### src/rtl/fetch_pkg.sv
// Shared types and constants for the instruction-fetch controller.
package fetch_pkg;

    localparam int ADDRESS_WIDTH = 32;
    localparam int DATA_WIDTH    = 32;
    localparam int INSTR_BYTES   = 4;

    typedef enum logic {
        FETCH = 1'b0,
        FAULT = 1'b1
    } fetch_state_t;

    typedef struct packed {
        logic [ADDRESS_WIDTH-1:0] pc;
        logic [DATA_WIDTH-1:0]    instr;
    } fetch_entry_t;

endpackage

### src/rtl/fetch_ctrl_if.sv
// ROM, decode and redirect signals of the fetch controller, bundled as one port.
interface fetch_ctrl_if;
    import fetch_pkg::*;

    logic [ADDRESS_WIDTH-1:0] rom_a;
    logic [DATA_WIDTH-1:0]    rom_rd;
    logic                     instr_valid;
    logic                     instr_ready;
    logic [DATA_WIDTH-1:0]    instr;
    logic [ADDRESS_WIDTH-1:0] instr_pc;
    logic                     redirect;
    logic [ADDRESS_WIDTH-1:0] redirect_pc;
    logic                     fault;

    modport master (
        output rom_a, instr_valid, instr, instr_pc, fault,
        input  rom_rd, instr_ready, redirect, redirect_pc
    );

    modport slave (
        input  rom_a, instr_valid, instr, instr_pc, fault,
        output rom_rd, instr_ready, redirect, redirect_pc
    );

endinterface

### src/rtl/fetch_queue.sv
// Two-entry prefetch FIFO; the head is registered and reads as zero when empty.
module fetch_queue
    import fetch_pkg::*;
(
    input  logic         clk,
    input  logic         rst,
    input  logic         push,
    input  fetch_entry_t push_entry,
    input  logic         pop,
    input  logic         flush,
    output fetch_entry_t head,
    output logic         full,
    output logic         empty
);

    logic [1:0]   count_q, count_d;
    fetch_entry_t e0_q, e0_d;
    fetch_entry_t e1_q, e1_d;
    logic         pop_fire;
    logic         push_fire;

    assign empty     = (count_q == 2'd0);
    assign full      = (count_q == 2'd2);
    assign head      = e0_q;
    assign pop_fire  = pop && !empty;
    assign push_fire = push && (!full || pop_fire);

    always_comb begin
        count_d = count_q;
        e0_d    = e0_q;
        e1_d    = e1_q;
        if (flush) begin
            count_d = 2'd0;
            e0_d    = '0;
            e1_d    = '0;
        end else begin
            case (count_q)
                2'd0: begin
                    if (push_fire) begin
                        e0_d    = push_entry;
                        count_d = 2'd1;
                    end
                end
                2'd1: begin
                    if (pop_fire && push_fire) begin
                        e0_d = push_entry;
                    end else if (pop_fire) begin
                        e0_d    = '0;
                        count_d = 2'd0;
                    end else if (push_fire) begin
                        e1_d    = push_entry;
                        count_d = 2'd2;
                    end
                end
                default: begin
                    // Full: a pop shifts the second entry forward, backfilled by any push.
                    if (pop_fire) begin
                        e0_d    = e1_q;
                        e1_d    = push_fire ? push_entry : '0;
                        count_d = push_fire ? 2'd2 : 2'd1;
                    end
                end
            endcase
        end
    end

    always_ff @(posedge clk or posedge rst) begin
        if (rst) begin
            count_q <= 2'd0;
            e0_q    <= '0;
            e1_q    <= '0;
        end else begin
            count_q <= count_d;
            e0_q    <= e0_d;
            e1_q    <= e1_d;
        end
    end

endmodule

### src/rtl/fetch_ctrl.sv
// Instruction-fetch controller: program counter, FETCH/FAULT sequencing and
// range check, feeding a two-entry prefetch queue toward decode.
module fetch_ctrl
    import fetch_pkg::*;
#(
    parameter int                       ROM_BYTES = 28,
    parameter logic [ADDRESS_WIDTH-1:0] RESET_PC  = '0
) (
    input  logic      clk,
    input  logic      rst,
    fetch_ctrl_if.master bus
);

    fetch_state_t             state_q, state_d;
    logic [ADDRESS_WIDTH-1:0] pc_q, pc_d;
    logic [ADDRESS_WIDTH:0]   pc_last_byte;
    logic                     pc_legal;
    logic                     push;
    logic                     q_full;
    logic                     q_empty;
    fetch_entry_t             q_head;
    fetch_entry_t             push_entry;

    // One extra bit so pc + 3 near the top of the address space cannot wrap into range.
    assign pc_last_byte = {1'b0, pc_q} + (ADDRESS_WIDTH+1)'(INSTR_BYTES - 1);
    assign pc_legal     = (pc_last_byte < (ADDRESS_WIDTH+1)'(ROM_BYTES)) && (pc_q[1:0] == 2'b00);

    assign push_entry.pc    = pc_q;
    assign push_entry.instr = bus.rom_rd;

    always_comb begin
        state_d = state_q;
        pc_d    = pc_q;
        push    = 1'b0;
        if (bus.redirect) begin
            state_d = FETCH;
            pc_d    = bus.redirect_pc;
        end else begin
            case (state_q)
                FETCH: begin
                    if (!pc_legal) begin
                        state_d = FAULT;
                    end else if (!q_full || (bus.instr_ready && !q_empty)) begin
                        push = 1'b1;
                        pc_d = pc_q + ADDRESS_WIDTH'(INSTR_BYTES);
                    end
                end
                default: begin
                    state_d = FAULT;
                end
            endcase
        end
    end

    always_ff @(posedge clk or posedge rst) begin
        if (rst) begin
            state_q <= FETCH;
            pc_q    <= RESET_PC;
        end else begin
            state_q <= state_d;
            pc_q    <= pc_d;
        end
    end

    fetch_queue u_queue (
        .clk        (clk),
        .rst        (rst),
        .push       (push),
        .push_entry (push_entry),
        .pop        (bus.instr_ready),
        .flush      (bus.redirect),
        .head       (q_head),
        .full       (q_full),
        .empty      (q_empty)
    );

    assign bus.rom_a       = pc_q;
    assign bus.instr_valid = !q_empty;
    assign bus.instr       = q_head.instr;
    assign bus.instr_pc    = q_head.pc;
    assign bus.fault       = (state_q == FAULT);

endmodule

### src/flat_wrapper.sv
// flat-port wrapper written by rule: the top's interface ports become plain ports
module fetch_ctrl_flat import fetch_pkg::*;
#(
    parameter int                       ROM_BYTES = 28,
    parameter logic [ADDRESS_WIDTH-1:0] RESET_PC  = '0
)
  (clk, rst, bus_rom_a, bus_instr_valid, bus_instr, bus_instr_pc, bus_fault, bus_rom_rd, bus_instr_ready, bus_redirect, bus_redirect_pc);
  fetch_ctrl_if bus_i ();
  input  logic clk;
  input  logic rst;
  output wire logic [$bits(bus_i.rom_a)-1:0] bus_rom_a;
  output wire logic [$bits(bus_i.instr_valid)-1:0] bus_instr_valid;
  output wire logic [$bits(bus_i.instr)-1:0] bus_instr;
  output wire logic [$bits(bus_i.instr_pc)-1:0] bus_instr_pc;
  output wire logic [$bits(bus_i.fault)-1:0] bus_fault;
  input wire logic [$bits(bus_i.rom_rd)-1:0] bus_rom_rd;
  input wire logic [$bits(bus_i.instr_ready)-1:0] bus_instr_ready;
  input wire logic [$bits(bus_i.redirect)-1:0] bus_redirect;
  input wire logic [$bits(bus_i.redirect_pc)-1:0] bus_redirect_pc;
  assign bus_rom_a = bus_i.rom_a;
  assign bus_instr_valid = bus_i.instr_valid;
  assign bus_instr = bus_i.instr;
  assign bus_instr_pc = bus_i.instr_pc;
  assign bus_fault = bus_i.fault;
  assign bus_i.rom_rd = bus_rom_rd;
  assign bus_i.instr_ready = bus_instr_ready;
  assign bus_i.redirect = bus_redirect;
  assign bus_i.redirect_pc = bus_redirect_pc;
  fetch_ctrl #(.ROM_BYTES(ROM_BYTES), .RESET_PC(RESET_PC)) u_core (.clk(clk), .rst(rst), .bus(bus_i));
endmodule
### config.mk
export PLATFORM = sky130hd
export DESIGN_NAME = fetch_ctrl_flat
export DESIGN_NICKNAME = d
export VERILOG_FILES = /design/src/rtl/fetch_pkg.sv /design/src/rtl/fetch_ctrl_if.sv /design/src/rtl/fetch_queue.sv /design/src/rtl/fetch_ctrl.sv /design/src/flat_wrapper.sv
export SDC_FILE = /design/constraint.sdc
export NUM_CORES = 1
export LEC_CHECK = 0
export BUFFER_PORTS_ARGS = -buffer_cell sky130_fd_sc_hd__buf_2
export CORE_MARGIN = 2
export CORE_UTILIZATION = 50
export DETAILED_ROUTE_END_ITERATION = 10
export PLACE_DENSITY = 0.75
export SETUP_SLACK_MARGIN = 0.05
export SYNTH_ARGS = -nofsm -noshare
export SYNTH_HDL_FRONTEND = slang
export SYNTH_HIERARCHICAL = 1
export SYNTH_SLANG_ARGS = --single-unit
### constraint.sdc
create_clock -name clk -period 5.38 [get_ports clk]
set_clock_uncertainty 0.15 [all_clocks]
set_input_delay 0.269 -clock clk [delete_from_list [all_inputs] [get_ports clk]]
set_output_delay 0.269 -clock clk [all_outputs]
set_load 0.01 [all_outputs]
Yosys cells after proc, flatten, opt, wreduce, memory -nomap -nowiden
Index checks and enable logic that the tools add are counted.

operators by class
  muxes and demuxes = 31
  magnitude comparators = 1
  equal/unequal tests = 10
  add/sub/neg operators = 2
  reduce and logical (&&, ||, !) cells = 17

operator list
  cell                     number
  $mux W64                 10
  $pmux W64 S2             2
  $mux W32                 4
  $add A32 B2 Y33 const B  1
  $lt A33 B5 Y1 const B    1
  $add A32 B3 Y32 const B  1
  $mux W2                  7
  $ne A3 B3 Y1 const B     4
  $ne A4 B4 Y1 const B     2
  $mux W1                  7
  $reduce_and A3 Y1        2
  $reduce_and A5 Y1        1
  $logic_and A1 B1 Y1      4
  $logic_not A2 Y1         2
  $ne A2 B2 Y1 const B     2
  $pmux W2 S2              1
  $reduce_and A4 Y1        1
  $reduce_bool A2 Y1       2
  $reduce_bool A4 Y1       1
  $reduce_bool A3 Y1       1
  $eq A2 B1 Y1 const B     1
  $eq A2 B2 Y1 const B     1
  $logic_not A1 Y1         2
  $logic_or A1 B1 Y1       1

storage, ports and cells
  input bits = 68
  output and inout bits = 98
  flip-flop bits (word level) = 163
  word-level logic and storage cells = 68

Longest topological paths before layout
Gate-level depths: netlist (run 1).

  word-level depth = 14
  mapped depth = 13
  depth with buffers taken out = 10

Modules after synthesis
Netlist (run 1), hierarchy kept.

modules (own cells, without submodules)
  module       area an instance (um^2)  instances  cells an instance  sequential area each (um^2)
  fetch_queue  5,585.4                  1          385                3,253.1
  fetch_ctrl   1,881.8                  1          173                825.8

Worst setup path after synthesis (run 1)
No wires, ideal clock.

  kind = reg2reg
  start point = reg u_core.pc_q[2] (netlist: u_core/bus.rom_a[2])
  end point = reg u_core.u_queue.e0_q (netlist bit u_core/u_queue/head[0])
  path buffers = 3
  stages on the path, launching flop included = 14
  setup time = 64 ps
  required time = 5,166 ps
  slack = 1,326 ps
  clock period less this slack = 4,054 ps
  arrival = 3,839 ps
  cell sequence = dfrtp_1 > ha_1 > o211a_1 > and4_1 > clkbuf_1 > nand2_1 > xnor2_1 > or4_4 > nor4_1 > a21bo_2 > clkbuf_1 > clkbuf_1 > a32o_1 > mux2_2

between the ends
  longest elaborated chain between the ends = 11
  elaborated cells on any way between the ends = 14
  those cells by class = 1 x add/sub; 1 x order compare; 2 x eq/ne; 6 x mux; 4 x reduce/logical

ends and longest elaborated chain
  what                     line               source
  start, declared          fetch_ctrl.sv:15   logic [ADDRESS_WIDTH-1:0] pc_q, pc_d;
  start signal, assigned   fetch_ctrl.sv:61   pc_q <= pc_d;
  $add A32 B2 Y33 (*)      fetch_ctrl.sv:25   assign pc_last_byte = {1'b0, pc_q} + (ADDRESS_WIDTH+1)'(INSTR_BYTES - 1);
  $lt A33 B5 Y1 (*)        fetch_ctrl.sv:26   assign pc_legal = (pc_last_byte < (ADDRESS_WIDTH+1)'(ROM_BYTES)) && (pc_q[1:0] == 2'b00);
  $logic_and A1 B1 Y1 (*)  fetch_ctrl.sv:26
  $mux W1 (*)              fetch_ctrl.sv:41   if (!pc_legal) begin
  $mux W1 (*)              fetch_ctrl.sv:39   case (state_q)
  $mux W1 (*)              fetch_ctrl.sv:35   if (bus.redirect) begin
  via u_core.push          fetch_ctrl.sv:18   logic push;
  $logic_and A1 B1 Y1 (*)  fetch_queue.sv:26  assign push_fire = push && (!full || pop_fire);
  $logic_and A1 B1 Y1      fetch_queue.sv:45  if (pop_fire && push_fire) begin
  $mux W64                 fetch_queue.sv:45
  $pmux W64 S2             fetch_queue.sv:37  case (count_q)
  $mux W64                 fetch_queue.sv:32  if (flush) begin
  end signal, assigned     fetch_queue.sv:70  e0_q <= '0;
  end signal, assigned     fetch_queue.sv:74  e0_q <= e0_d;
  end, declared            fetch_queue.sv:17  fetch_entry_t e0_q, e0_d;

Mark *: on every way through the listed nets, which the timed path passes. The rest lies on a longest branch.
A chain may end at the register's enable or synchronous reset.

Worst setup path in the final report (run 1)
  start point = reg u_core.pc_q[3] (netlist: u_core/bus.rom_a[3])
  end point = reg u_core/u_queue/e1_q[31] (netlist bit)

between the ends
  longest elaborated chain between the ends = 11
  elaborated cells on any way between the ends = 15
  those cells by class = 1 x add/sub; 1 x order compare; 2 x eq/ne; 7 x mux; 4 x reduce/logical

ends and longest elaborated chain
  what                     line               source
  $add A32 B2 Y33 (*)      fetch_ctrl.sv:25
  $lt A33 B5 Y1 (*)        fetch_ctrl.sv:26
  $logic_and A1 B1 Y1 (*)  fetch_ctrl.sv:26
  $mux W1 (*)              fetch_ctrl.sv:41
  $mux W1 (*)              fetch_ctrl.sv:39
  $mux W1 (*)              fetch_ctrl.sv:35
  via u_core.push          fetch_ctrl.sv:18
  $logic_and A1 B1 Y1 (*)  fetch_queue.sv:26
  $mux W64                 fetch_queue.sv:59  e1_d = push_fire ? push_entry : '0;
  $mux W64                 fetch_queue.sv:57  if (pop_fire) begin
  $pmux W64 S2             fetch_queue.sv:37
  $mux W64                 fetch_queue.sv:32
  end signal, assigned     fetch_queue.sv:71  e1_q <= '0;
  end signal, assigned     fetch_queue.sv:75  e1_q <= e1_d;
  end, declared            fetch_queue.sv:18  fetch_entry_t e1_q, e1_d;

Mark *: on every way through the listed nets, which the timed path passes. The rest lies on a longest branch. The select of a mux whose other input is x is not followed.

==> summary.log, run 1 <==
[status] status complete, no violations
[place] Detailed Place HPWL 11.98 mm
[die] placeable core region 14590 um^2
[die] starting utilization of the core area 0.5118
[sta] measured slew at the worst slew-check pin 1.270 ns
[job] max-capacitance violation count 0
[cells_and_area] commonest non-fill, non-tap cell in the layout buf_2
[power_and_ir_drop] switching portion of total power 0.2749
[cells_and_area] sequential standard cell area 4079 um^2
[synth] EDFF count, synth 0
[cts] post-CTS resize count 0
[die] overall die area 15930 um^2
[synth] number of unique standard cell types used by synthesis 57
[sta] min Tclk post-route 4.204 ns
[min_path] type of the tightest min-delay check in -> reg
[cts] clock latency of the later-clocked register in the worst-skew pair 0.43 ns
[die] io pins 166
[cts] CTS Sinks 163
[power_and_ir_drop] share of power burned in combinational logic 0.138
[sta] final-report hold violation count 0
[place] count of placed standard cells including taps 873
[die] die height 126.2 um
[power_and_ir_drop] power per unit of standard cell area 304.0 nW/um^2
[detailed_routing] Starting DRT DRC Count 585
[place] worst slack at placement 1.207 ns
[global_routing] vias in the first global route 6037
[detailed_routing] routed wire length 19.74 mm
[cts] clock root cell clkbuf_16
[cells_and_area] Filler cells 1039
[cts] total clock buffers created by CTS 17
[synth] Most used DFF post-synth dfrtp_1
[global_routing] antenna violations before repair 1
[sta] Slew headroom 0.1532
[global_routing] aggregate global-route resource usage 0.2477
[cells_and_area] share of post-route cells with drive strength above 1 0.3830
[cells_and_area] final net count 842
[cells_and_area] most frequent cells in the layout buf_2 (165), dfrtp_1 (163), mux2_2 (80)
[cts] H-tree level count 4
[global_routing] wire length of the first global-routing pass 31.38 mm
[power_and_ir_drop] P_leak 0.004482 uW
[detailed_routing] count of antenna-violating nets left after detailed routing 0
[detailed_routing] via count 5968
[cts] deepest clock path buffer count 2
[detailed_routing] number of vias per cell 6.146
[sta] share of the clock period used by the worst path after layout 0.7815
[cells_and_area] combined area of the multi-input logic cells 3118 um^2
[worst_setup_path] critical path startpoint category flop
[die] DIE WIDTH 126.2 um
[place] routability-driven placement congestion ratio 0.8885
[sta] unrepaired setup endpoints after global routing false
[cells_and_area] non-filler instance count after layout 971
[synth] Post-synth ARST share 1.000
[worst_setup_path] Worst setup EP type flop
[global_routing] maximum number of pins on one net before global-route repair 81
[cts] CTS tree yes
[sta] final setup margin 1.176 ns
[cts] number of setup buffers added after CTS 0
[detailed_routing] post-route DRC violation count 0
[sta] final number of max-transition violations 0
[place] number of buffer cells added on primary ports 165
[worst_setup_path] required time worst endpoint 5.59 ns
[synth] area of the mapped netlist 7467 um^2
[cts] Clock transition at path regs 0.07 ns
[synth] cells after synthesis 558
[power_and_ir_drop] power spent charging and discharging nets 799.9 uW
[power_and_ir_drop] worst voltage drop across the vdd grid 0.0002371 V
[detailed_routing] average wire length per cell after detail routing 20.33 um
[sta] setup violators final 0
[synth] fraction of the yosys area taken by sequential cells 0.5462
[power_and_ir_drop] proportion of power drawn by the clock network 0.388
[synth] average cell area after synthesis 13.38 um^2
[power_and_ir_drop] Int Pwr 2110 uW
[synth] synthesis-stage register bit count 163
[sta] final setup TNS 0 ns
[power_and_ir_drop] relative contribution of sequential cells to total power 0.474
[sta] achievable frequency 237.8 MHz
[detailed_routing] first-pass iteration count of the detailed router 5
[synth] synthesized netlist net count 627
[synth] Yosys warning total 6
[global_routing] overflow left after global routing 0
[worst_setup_path] Setup Crit Path Kind reg -> reg
[cells_and_area] layout overhead on the synthesized area 28.22%
[die] count of standard-cell rows 44
[worst_setup_path] crit path DAT 4.42 ns
[worst_setup_path] highest fanout seen on the critical path 35
[cts] hold buffer count at cts 65
==> logic make-up after synthesis <==
logic type / Yosys count / share of synthesized area
XOR/XNOR: 6 / 0.007037
AO/OA/AOI/OAI: 161 / 0.1967
buffers and inverters: 54 / 0.04072
adder cells (fa/ha/maj): 1 / 0.001675
flip-flops: 163 / 0.5462
AND/OR/NAND/NOR: 77 / 0.06317
multiplexers: 96 / 0.1444
==> cell usage after synthesis, types with 2 or more instances <==
library cell  instances  area, um^2
a22o_1               64       560.5
a21oi_1               3       15.01
mux2_2               80       900.9
nand2b_1              2       12.51
or4_1                 2       15.01
o31ai_1               3       22.52
clkbuf_1             20       75.07
nor3_1                4       20.02
and2_1                2       12.51
buf_6                12       135.1
o21ai_0               6       30.03
nor2_1                7       26.28
and3_1                6       37.54
nand2_1              12       45.04
dfrtp_1             163        4079
or3_1                 3       18.77
a31oi_1               2       12.51
and4_1                3       26.28
nand4_1               7       43.79
nor3b_1               2       15.01
buf_2                 9       45.04
xor2_1                2       17.52
mux2_1               14       157.7
nor2b_1               8       50.05
xnor2_1               4       35.03
a32o_1               64       640.6
nand3_1               9       45.04
buf_1                 5       18.77
inv_1                 8       30.03
mux2i_1               2       20.02
a221o_1               2       20.02
a311oi_1              3       26.28
==> metrics by stage <==
stage	hold slack, ns	power, uW	utilization	cell area [um^2]
4_1_cts	0.03761	2926	0.6561	9572
6_report	0.06129	2910	0.6563	9574
2_1_floorplan	0.2479	1602	-	7467
3_5_place_dp	0.2845	1763	0.5741	8376
3_3_place_gp	0.2751	1750	0.5741	8376
5_1_grt	0.06917	3020	0.6561	9572
==> final cells by class <==
class | instances | share of cell area
clock inverter | 13 | 0.01072
sequential | 163 | 0.4260
tap | 184 | 0.02405
inverter | 8 | 0.003398
clock buffer | 19 | 0.04626
timing repair buffer | 242 | 0.1636
multi-input combinational | 341 | 0.3257
antenna | 1 | 0.0002614
==> worst max-delay path, cell delays in order (launching register included) <==
cell,delay (ns)
dfrtp_1,0.49
ha_1,0.23
o211a_1,0.19
and4_1,0.33
nand4_1,0.14
mux2i_1,0.21
or3_1,0.19
nor4_1,0.07
buf_4,0.16
nor2b_1,0.18
a221oi_4,1.03
buf_4,0.53
a22o_1,0.23
==> state kept, by name, indices dropped and copies added, names as in the netlist <==
register                cells
u_core/u_queue/count_q      2
u_core/bus.fault            1
u_core/u_queue/e1_q        64
u_core/bus.rom_a           32
u_core/u_queue/head        64
==> worst paths after layout <==
| path | start | to | slack, ns | cells after the start |
|---|---|---|---|---|
| max | u_core/bus.rom_a[3]$_DFFE_PP0P_ | u_core/u_queue/e1_q[31]$_DFFE_PP0P_ | 1.18 | 12 |
| min | bus_instr_ready | u_core/u_queue/count_q[0]$_DFFE_PP0P_ | 0.06 | 3 |
| max reg2reg | u_core/bus.rom_a[3]$_DFFE_PP0P_ | u_core/u_queue/e1_q[31]$_DFFE_PP0P_ | 1.18 | 12 |
| min reg2reg | u_core/u_queue/head[37]$_DFFE_PP0P_ | u_core/u_queue/head[37]$_DFFE_PP0P_ | 0.34 | 1 |
| max in group asynchronous | rst | u_core/u_queue/head[27]$_DFFE_PP0P_ | 3.41 | 4 |
| min in group asynchronous | rst | u_core/bus.rom_a[17]$_DFFE_PP0P_ | 0.38 | 4 |
==> layer usage <==
metal | global-route usage | vias to the layer above | share of wire
met3 | 0.06924 | 34 | 0.061
met1 | 0.3280 | 3042 | 0.43
met2 | 0.3972 | 250 | 0.49
li1 | - | 2642 | -
met5 | 0 | - | 0
met4 | 0.08145 | 0 | 0.019
==> power by group through the flow <==
stage / logic, uW / clock network, uW / registers, uW
finish: 402 / 1130 / 1380
global route: 433 / 1200 / 1390
CTS: 402 / 1150 / 1380
detailed placement: 363 / 0 / 1400
global placement: 356 / 0 / 1390
floorplan: 186 / 0 / 1420
(Power assumes the default switching activity.)
==> run 2: changes to the inputs <==
- CORE_UTILIZATION: 50 -> 49
- PLACE_DENSITY: 0.75 -> 0.76
- clock period: 5.38 -> 3.65 ns (I/O delays scaled with it)
==> run 2 against run 1 <==
Compared with the run above: die area is 2.0% higher; non-clock buffer count increased by 31; combinational power is 75% higher; global-route usage up 1.7 points; final area increased by 4.9%; setup slack got worse by 0.98 ns; cell count grew 3.5%; utilization grew 1.2 points; total power up 60%; clock-buffer cell count grew 3; sequential share of layout area decreased by 2.0 points; critical endpoint is now u_core/u_queue/head[53]$_DFFE_PP0P_; largest cell class unchanged; highest routed layer unchanged.
==> summary.log, run 2 (same netlist as run 1, synthesis figures left out) <==
[status] status complete, no violations
[sta] measured slew at the worst slew-check pin 1.070 ns
[detailed_routing] average wire length per cell after detail routing 20.87 um
[cts] H-tree level count 4
[worst_setup_path] Setup Crit Path Kind reg -> reg
[die] placeable core region 15030 um^2
[detailed_routing] post-route DRC violation count 0
[global_routing] aggregate global-route resource usage 0.2652
[cts] total clock buffers created by CTS 17
[cells_and_area] layout overhead on the synthesized area 34.53%
[sta] achievable frequency 289.8 MHz
[min_path] worst hold path depth 2
[sta] setup violators final 0
[worst_setup_path] critical path startpoint category flop
[worst_setup_path] highest fanout seen on the critical path 41
[cells_and_area] final net count 873
[worst_setup_path] crit path DAT 3.67 ns
[sta] unrepaired setup endpoints after global routing true
[place] Detailed Place HPWL 13.06 mm
[worst_setup_path] required time worst endpoint 3.87 ns
[cells_and_area] non-filler instance count after layout 1005
[sta] final-report hold violation count 0
[worst_setup_path] Critical path buffers and inverters 2
[cts] clock latency of the later-clocked register in the worst-skew pair 0.43 ns
[cts] clock root cell clkbuf_16
[worst_setup_path] cell with the biggest individual delay on the critical path or4_4
[cells_and_area] commonest non-fill, non-tap cell in the layout buf_2
[cells_and_area] Filler cells 1045
[detailed_routing] count of antenna-violating nets left after detailed routing 0
[sta] final number of max-transition violations 0
[worst_setup_path] Crit path depth 11
[detailed_routing] routed wire length 20.97 mm
[place] number of buffer cells added on primary ports 165
[cells_and_area] most frequent cells in the layout buf_2 (165), dfrtp_1 (163), mux2_2 (80)
[die] overall die area 16240 um^2
[worst_setup_path] cells traversed along the worst timing path and4_4 > and4_1 > nand2_1 > xnor2_1 > or4_4 > nor4_4 > buf_4 > a21bo_2 > buf_12 > a32o_1 > mux2_2
[worst_setup_path] Crit path largest cell delay 0.59 ns
[global_routing] antenna violations before repair 0
[detailed_routing] via count 6137
[sta] min Tclk post-route 3.451 ns
[detailed_routing] Starting DRT DRC Count 459
[die] die height 127.4 um
[global_routing] maximum number of pins on one net before global-route repair 58
[detailed_routing] number of vias per cell 6.106
[cts] CTS tree yes
[cts] number of setup buffers added after CTS 0
[job] max-capacitance violation count 0
[worst_setup_path] cell depth of the worst flop-to-flop path 11
[place] routability-driven placement congestion ratio 0.8566
[sta] Slew headroom 0.2853
[die] DIE WIDTH 127.4 um
[worst_setup_path] setup slack, reg-to-reg 0.20 ns
[cells_and_area] share of post-route cells with drive strength above 1 0.4100
[detailed_routing] first-pass iteration count of the detailed router 5
[min_path] type of the tightest min-delay check in -> reg
[die] starting utilization of the core area 0.4967
[cts] Clock transition at path regs 0.06 ns
[global_routing] wire length of the first global-routing pass 33.67 mm
[cts] CTS Sinks 163
[sta] final setup TNS 0 ns
[cells_and_area] antenna cells 0
[sta] share of the clock period used by the worst path after layout 0.9455
[die] count of standard-cell rows 45
[power_and_ir_drop] power per unit of standard cell area 464.1 nW/um^2
[global_routing] vias in the first global route 6438
[worst_setup_path] Worst setup EP type flop
[power_and_ir_drop] worst voltage drop across the vdd grid 0.0003332 V
[place] count of placed standard cells including taps 907
[die] io pins 166
[global_routing] overflow left after global routing 0
[cts] deepest clock path buffer count 2
[power_and_ir_drop] P_leak 0.004738 uW
[worst_setup_path] top cell family by delay on the critical path simple AND/OR/NAND/NOR gates
## run 2: final timing paths
kind | from | end
max | u_core/bus.rom_a[14]$_DFFE_PP0P_ | u_core/u_queue/head[53]$_DFFE_PP0P_
min | bus_redirect | u_core/u_queue/count_q[0]$_DFFE_PP0P_
max reg2reg | u_core/bus.rom_a[14]$_DFFE_PP0P_ | u_core/u_queue/head[53]$_DFFE_PP0P_
min reg2reg | u_core/u_queue/head[5]$_DFFE_PP0P_ | u_core/u_queue/head[5]$_DFFE_PP0P_
max in group asynchronous | rst | u_core/u_queue/head[17]$_DFFE_PP0P_
min in group asynchronous | rst | u_core/u_queue/head[51]$_DFFE_PP0P_
## run 2: layout make-up
class / instances / area, um^2 / share of cell area
sequential: 163 / 4079 / 0.4060
multi-input combinational: 341 / 3141 / 0.3126
timing repair buffer: 273 / 1893 / 0.1884
clock buffer: 22 / 494.2 / 0.04920
tap: 188 / 235.2 / 0.02342
clock inverter: 10 / 170.2 / 0.01694
inverter: 8 / 33.78 / 0.003363
## run 2: through the flow
stage          area [um^2]    util  setup slack, ns  power [uW]  hold slack, ns
2_1_floorplan         7486       -         -0.02183        2362          0.1614
3_3_place_gp          8710  0.5794           0.2557        2637          0.1963
3_5_place_dp          8710  0.5794           0.2130        2659          0.2208
4_1_cts              10030  0.6675           0.2083        4684         0.09897
5_1_grt              10050  0.6682          0.02340        4835          0.1392
6_report             10050  0.6682           0.1988        4663          0.1134
## run 2: routing by layer
layer	part of all wire	track usage
met1	0.41	0.3356
met2	0.50	0.4413
met3	0.061	0.05653
met4	0.027	0.1164
met5	0	0
## run 2: repair_timing
| action | CTS | global route |
|---|---|---|
| setup endpoints to repair | 0 | 107 |
| gates resized for setup | 0 | 4 |
| hold buffers | 66 | 0 |
| endpoints found under the hold margin | 131 | 0 |
## run 2: where the power goes
part | internal [uW] | switching, uW | total [uW]
clock | 1240 | 730 | 1970
combinational | 347 | 355 | 702
sequential | 1910 | 75.2 | 1990
==> run 3: changes to the inputs <==
- ABC_AREA: not set -> 1
- CORE_UTILIZATION: 49 -> 26
- PLACE_DENSITY: 0.76 -> 0.45
==> run 3 against run 2 <==
Compared with the run above: first-iteration DRC count is 18% higher; non-clock buffer count is 12 lower; cell count is 88% higher; final area is 13% higher; combinational power grew to 3.0 times the previous value; sequential share of layout area is 4.5 points lower; critical path depth is 11 higher; sequential power is 24% higher; total power is 40% higher; clock power hardly changed; critical path type unchanged; register-to-register slack better by 0.23 ns.
==> summary.log, run 3 <==
[status] status complete, no violations
[cells_and_area] share of post-route cells with drive strength above 1 0.1937
[global_routing] aggregate global-route resource usage 0.1684
[sta] setup violators final 0
[detailed_routing] average wire length per cell after detail routing 15.15 um
[sta] Slew headroom 0.3351
[cts] CTS Sinks 163
[sta] final-report hold violation count 0
[sta] worst hold slack after final layout 0.07078 ns
[synth] Post-synth ARST share 1.000
[synth] number of unique standard cell types used by synthesis 29
[cts] H-tree level count 4
[worst_setup_path] cells traversed along the worst timing path ha_1 > inv_1 > nor2_1 > nand2_1 > nor2_2 > nand2_1 > nand2_1 > nand2_1 > clkinv_1 > nand2_1 > nor2_1 > nand2_1 > nor2_4 > nand3_4 > nor2_2 > inv_1 > nand4_1 > o211ai_1 > inv_2 > buf_12 > nand2_1 > nand2_1
[power_and_ir_drop] worst voltage drop across the vdd grid 0.0004268 V
[worst_setup_path] crit path DAT 3.46 ns
[cells_and_area] final net count 1507
[power_and_ir_drop] proportion of power drawn by the clock network 0.303
[synth] most frequently used cell type in the post-synthesis netlist nand2_1
[cts] total clock buffers created by CTS 17
[cells_and_area] antenna cells 0
[sta] unrepaired setup endpoints after global routing false
[min_path] type of the tightest min-delay check in -> reg
[synth] synthesized netlist net count 1292
[cts] Clock transition at path regs 0.07 ns
[detailed_routing] count of antenna-violating nets left after detailed routing 0
[detailed_routing] routed wire length 28.68 mm
[synth] Yosys warning total 6
[synth] largest cells by area after synthesis dfrtp_1 (47%), nand2_1 (28%), nand3_1 (9.6%)
[cts] clock root cell clkbuf_16
[synth] library cell with the largest summed area after synthesis dfrtp_1
[job] max-capacitance violation count 0
[detailed_routing] number of vias per cell 4.518
[cts] CTS tree yes
[detailed_routing] Starting DRT DRC Count 543
[worst_setup_path] Crit path largest cell delay 0.46 ns
[die] die height 186.9 um
[die] starting utilization of the core area 0.2660
[worst_setup_path] Worst setup EP type flop
[global_routing] maximum number of pins on one net before global-route repair 131
[cells_and_area] Filler cells 3593
[sta] final number of max-transition violations 0
[power_and_ir_drop] power per unit of standard cell area 578.3 nW/um^2
[sta] final setup TNS 0 ns
[synth] EDFF count, synth 0
[die] count of standard-cell rows 66
[synth] average cell area after synthesis 7.112 um^2
[cells_and_area] commonest non-fill, non-tap cell in the layout nand2_1
[worst_setup_path] cell mode on critical path nand2_1
[place] number of buffer cells added on primary ports 165
[sta] min Tclk post-route 3.222 ns
[cells_and_area] layout overhead on the synthesized area 30.06%
[die] overall die area 34930 um^2
[worst_setup_path] cell with the biggest individual delay on the critical path dfrtp_2
[global_routing] antenna violations before repair 0
[cells_and_area] most frequent cells in the layout nand2_1 (643), nand3_1 (167), buf_2 (165)
[cts] clock latency of the later-clocked register in the worst-skew pair 0.45 ns
[power_and_ir_drop] share of power burned in combinational logic 0.321
[global_routing] wire length of the first global-routing pass 46.74 mm
[global_routing] overflow left after global routing 0
[die] io pins 166
[global_routing] vias in the first global route 8376
[power_and_ir_drop] power spent charging and discharging nets 2537 uW
[cts] deepest clock path buffer count 2
[detailed_routing] post-route DRC violation count 0
[worst_setup_path] Critical path buffers and inverters 5
[worst_setup_path] Setup Crit Path Kind reg -> reg
[worst_setup_path] highest fanout seen on the critical path 35
[detailed_routing] first-pass iteration count of the detailed router 5
[cells_and_area] sequential standard cell area 4083 um^2
[place] Detailed Place HPWL 18.70 mm
[power_and_ir_drop] switching portion of total power 0.3877
[synth] Most used DFF post-synth dfrtp_1
[synth] fraction of the yosys area taken by sequential cells 0.4689
[die] placeable core region 32700 um^2
[synth] most instantiated cells after synthesis nand2_1 (645), nand3_1 (167), dfrtp_1 (163)
[synth] synthesis-stage register bit count 163
[synth] cells after synthesis 1223
[sta] measured slew at the worst slew-check pin 0.9963 ns
[worst_setup_path] top cell family by delay on the critical path simple AND/OR/NAND/NOR gates
[die] DIE WIDTH 186.9 um
[power_and_ir_drop] relative contribution of sequential cells to total power 0.376
[place] routability-driven placement congestion ratio 0.8843
[power_and_ir_drop] sum of internal, switching and leakage power 6542 uW
[worst_setup_path] critical path startpoint category flop
[synth] area share of the largest cell type after synthesis 0.4689
[power_and_ir_drop] P_leak 0.006216 uW
[power_and_ir_drop] Int Pwr 4006 uW
[synth] area of the mapped netlist 8698 um^2
[cells_and_area] combined area of the multi-input logic cells 4059 um^2
[sta] share of the clock period used by the worst path after layout 0.8827
[sta] achievable frequency 310.4 MHz
[detailed_routing] via count 8553
[worst_setup_path] required time worst endpoint 3.89 ns
run 3: worst register-to-register path: stages, from the launching register on:
cell      delay, ns
dfrtp_2        0.46
ha_1           0.22
inv_1          0.07
nor2_1         0.16
nand2_1        0.09
nor2_2         0.21
nand2_1        0.10
nand2_1        0.07
nand2_1        0.06
clkinv_1       0.04
nand2_1        0.05
nor2_1         0.08
nand2_1        0.09
nor2_4         0.12
nand3_4        0.08
nor2_2         0.17
inv_1          0.08
nand4_1        0.22
o211ai_1       0.14
inv_2          0.12
buf_12         0.21
nand2_1        0.12
nand2_1        0.06
run 3: power by group through the flow:
stage               combinational, uW  clock [uW]  sequential (uW)
CTS                              2130        2050             2470
global placement                 2080           0             2490
global route                     2360        2120             2520
finish                           2100        1980             2460
detailed placement               2070           0             2500
floorplan                        1190           0             2550
run 3: layout make-up:
| class | count | share of cell area |
|---|---|---|
| clock inverter | 15 | 0.01902 |
| tap | 442 | 0.04888 |
| sequential | 163 | 0.3609 |
| inverter | 49 | 0.01681 |
| clock buffer | 17 | 0.03760 |
| timing repair buffer | 261 | 0.1580 |
| multi-input combinational | 946 | 0.3588 |
run 3: through the flow:
step | cells | util | setup slack, ns | cell area, um^2
global route | 1893 | 0.3460 | 0.1046 | 11310
global placement | 1796 | 0.3063 | 0.3308 | 10020
finish | 1893 | 0.3460 | 0.4283 | 11310
detailed placement | 1796 | 0.3063 | 0.3025 | 10020
CTS | 1893 | 0.3458 | 0.2848 | 11310
floorplan | 1223 | - | 0.6842 | 8702
run 3: metal layers:
layer,vias up,part of all wire,global-route usage
met5,-,0,0
met1,4023,0.49,0.2392
met2,236,0.45,0.2615
met3,28,0.046,0.02927
li1,4266,-,-
met4,0,0.016,0.05006
run 3: kinds of logic (layout without fill, tap and decap cells):
family                   count (synthesis)  count (layout)  synth area share
AO/OA/AOI/OAI                           16              16           0.01194
AND/OR/NAND/NOR                        929             929            0.4517
flip-flops                             163             163            0.4689
adder cells (fa/ha/maj)                  1               1          0.001438
buffers and inverters                  114             342           0.06602
run 3: path summary, 6_finish.rpt:
path | endpoint | cells after the start | slack [ns] | start
max | u_core/u_queue/head[10]$_DFFE_PP0P_ | 22 | 0.43 | u_core/bus.rom_a[2]$_DFFE_PP0P_
min reg2reg | u_core/u_queue/head[9]$_DFFE_PP0P_ | 2 | 0.33 | u_core/u_queue/head[9]$_DFFE_PP0P_
min | u_core/bus.rom_a[0]$_DFFE_PP0P_ | 3 | 0.07 | bus_redirect
max in group asynchronous | u_core/bus.rom_a[25]$_DFFE_PP0P_ | 4 | 2.24 | rst
max reg2reg | u_core/u_queue/head[10]$_DFFE_PP0P_ | 22 | 0.43 | u_core/bus.rom_a[2]$_DFFE_PP0P_
min in group asynchronous | u_core/u_queue/head[35]$_DFFE_PP0P_ | 4 | 0.34 | rst
run 3: what timing repair did:
| item | 4_1_cts | 5_1_grt |
|---|---|---|
| buffers inserted | 0 | 0 |
| hold endpoints to repair | 251 | 0 |
| resized for setup | 0 | 3 |
| hold buffers | 65 | 0 |
| setup endpoints to repair | 0 | 71 |
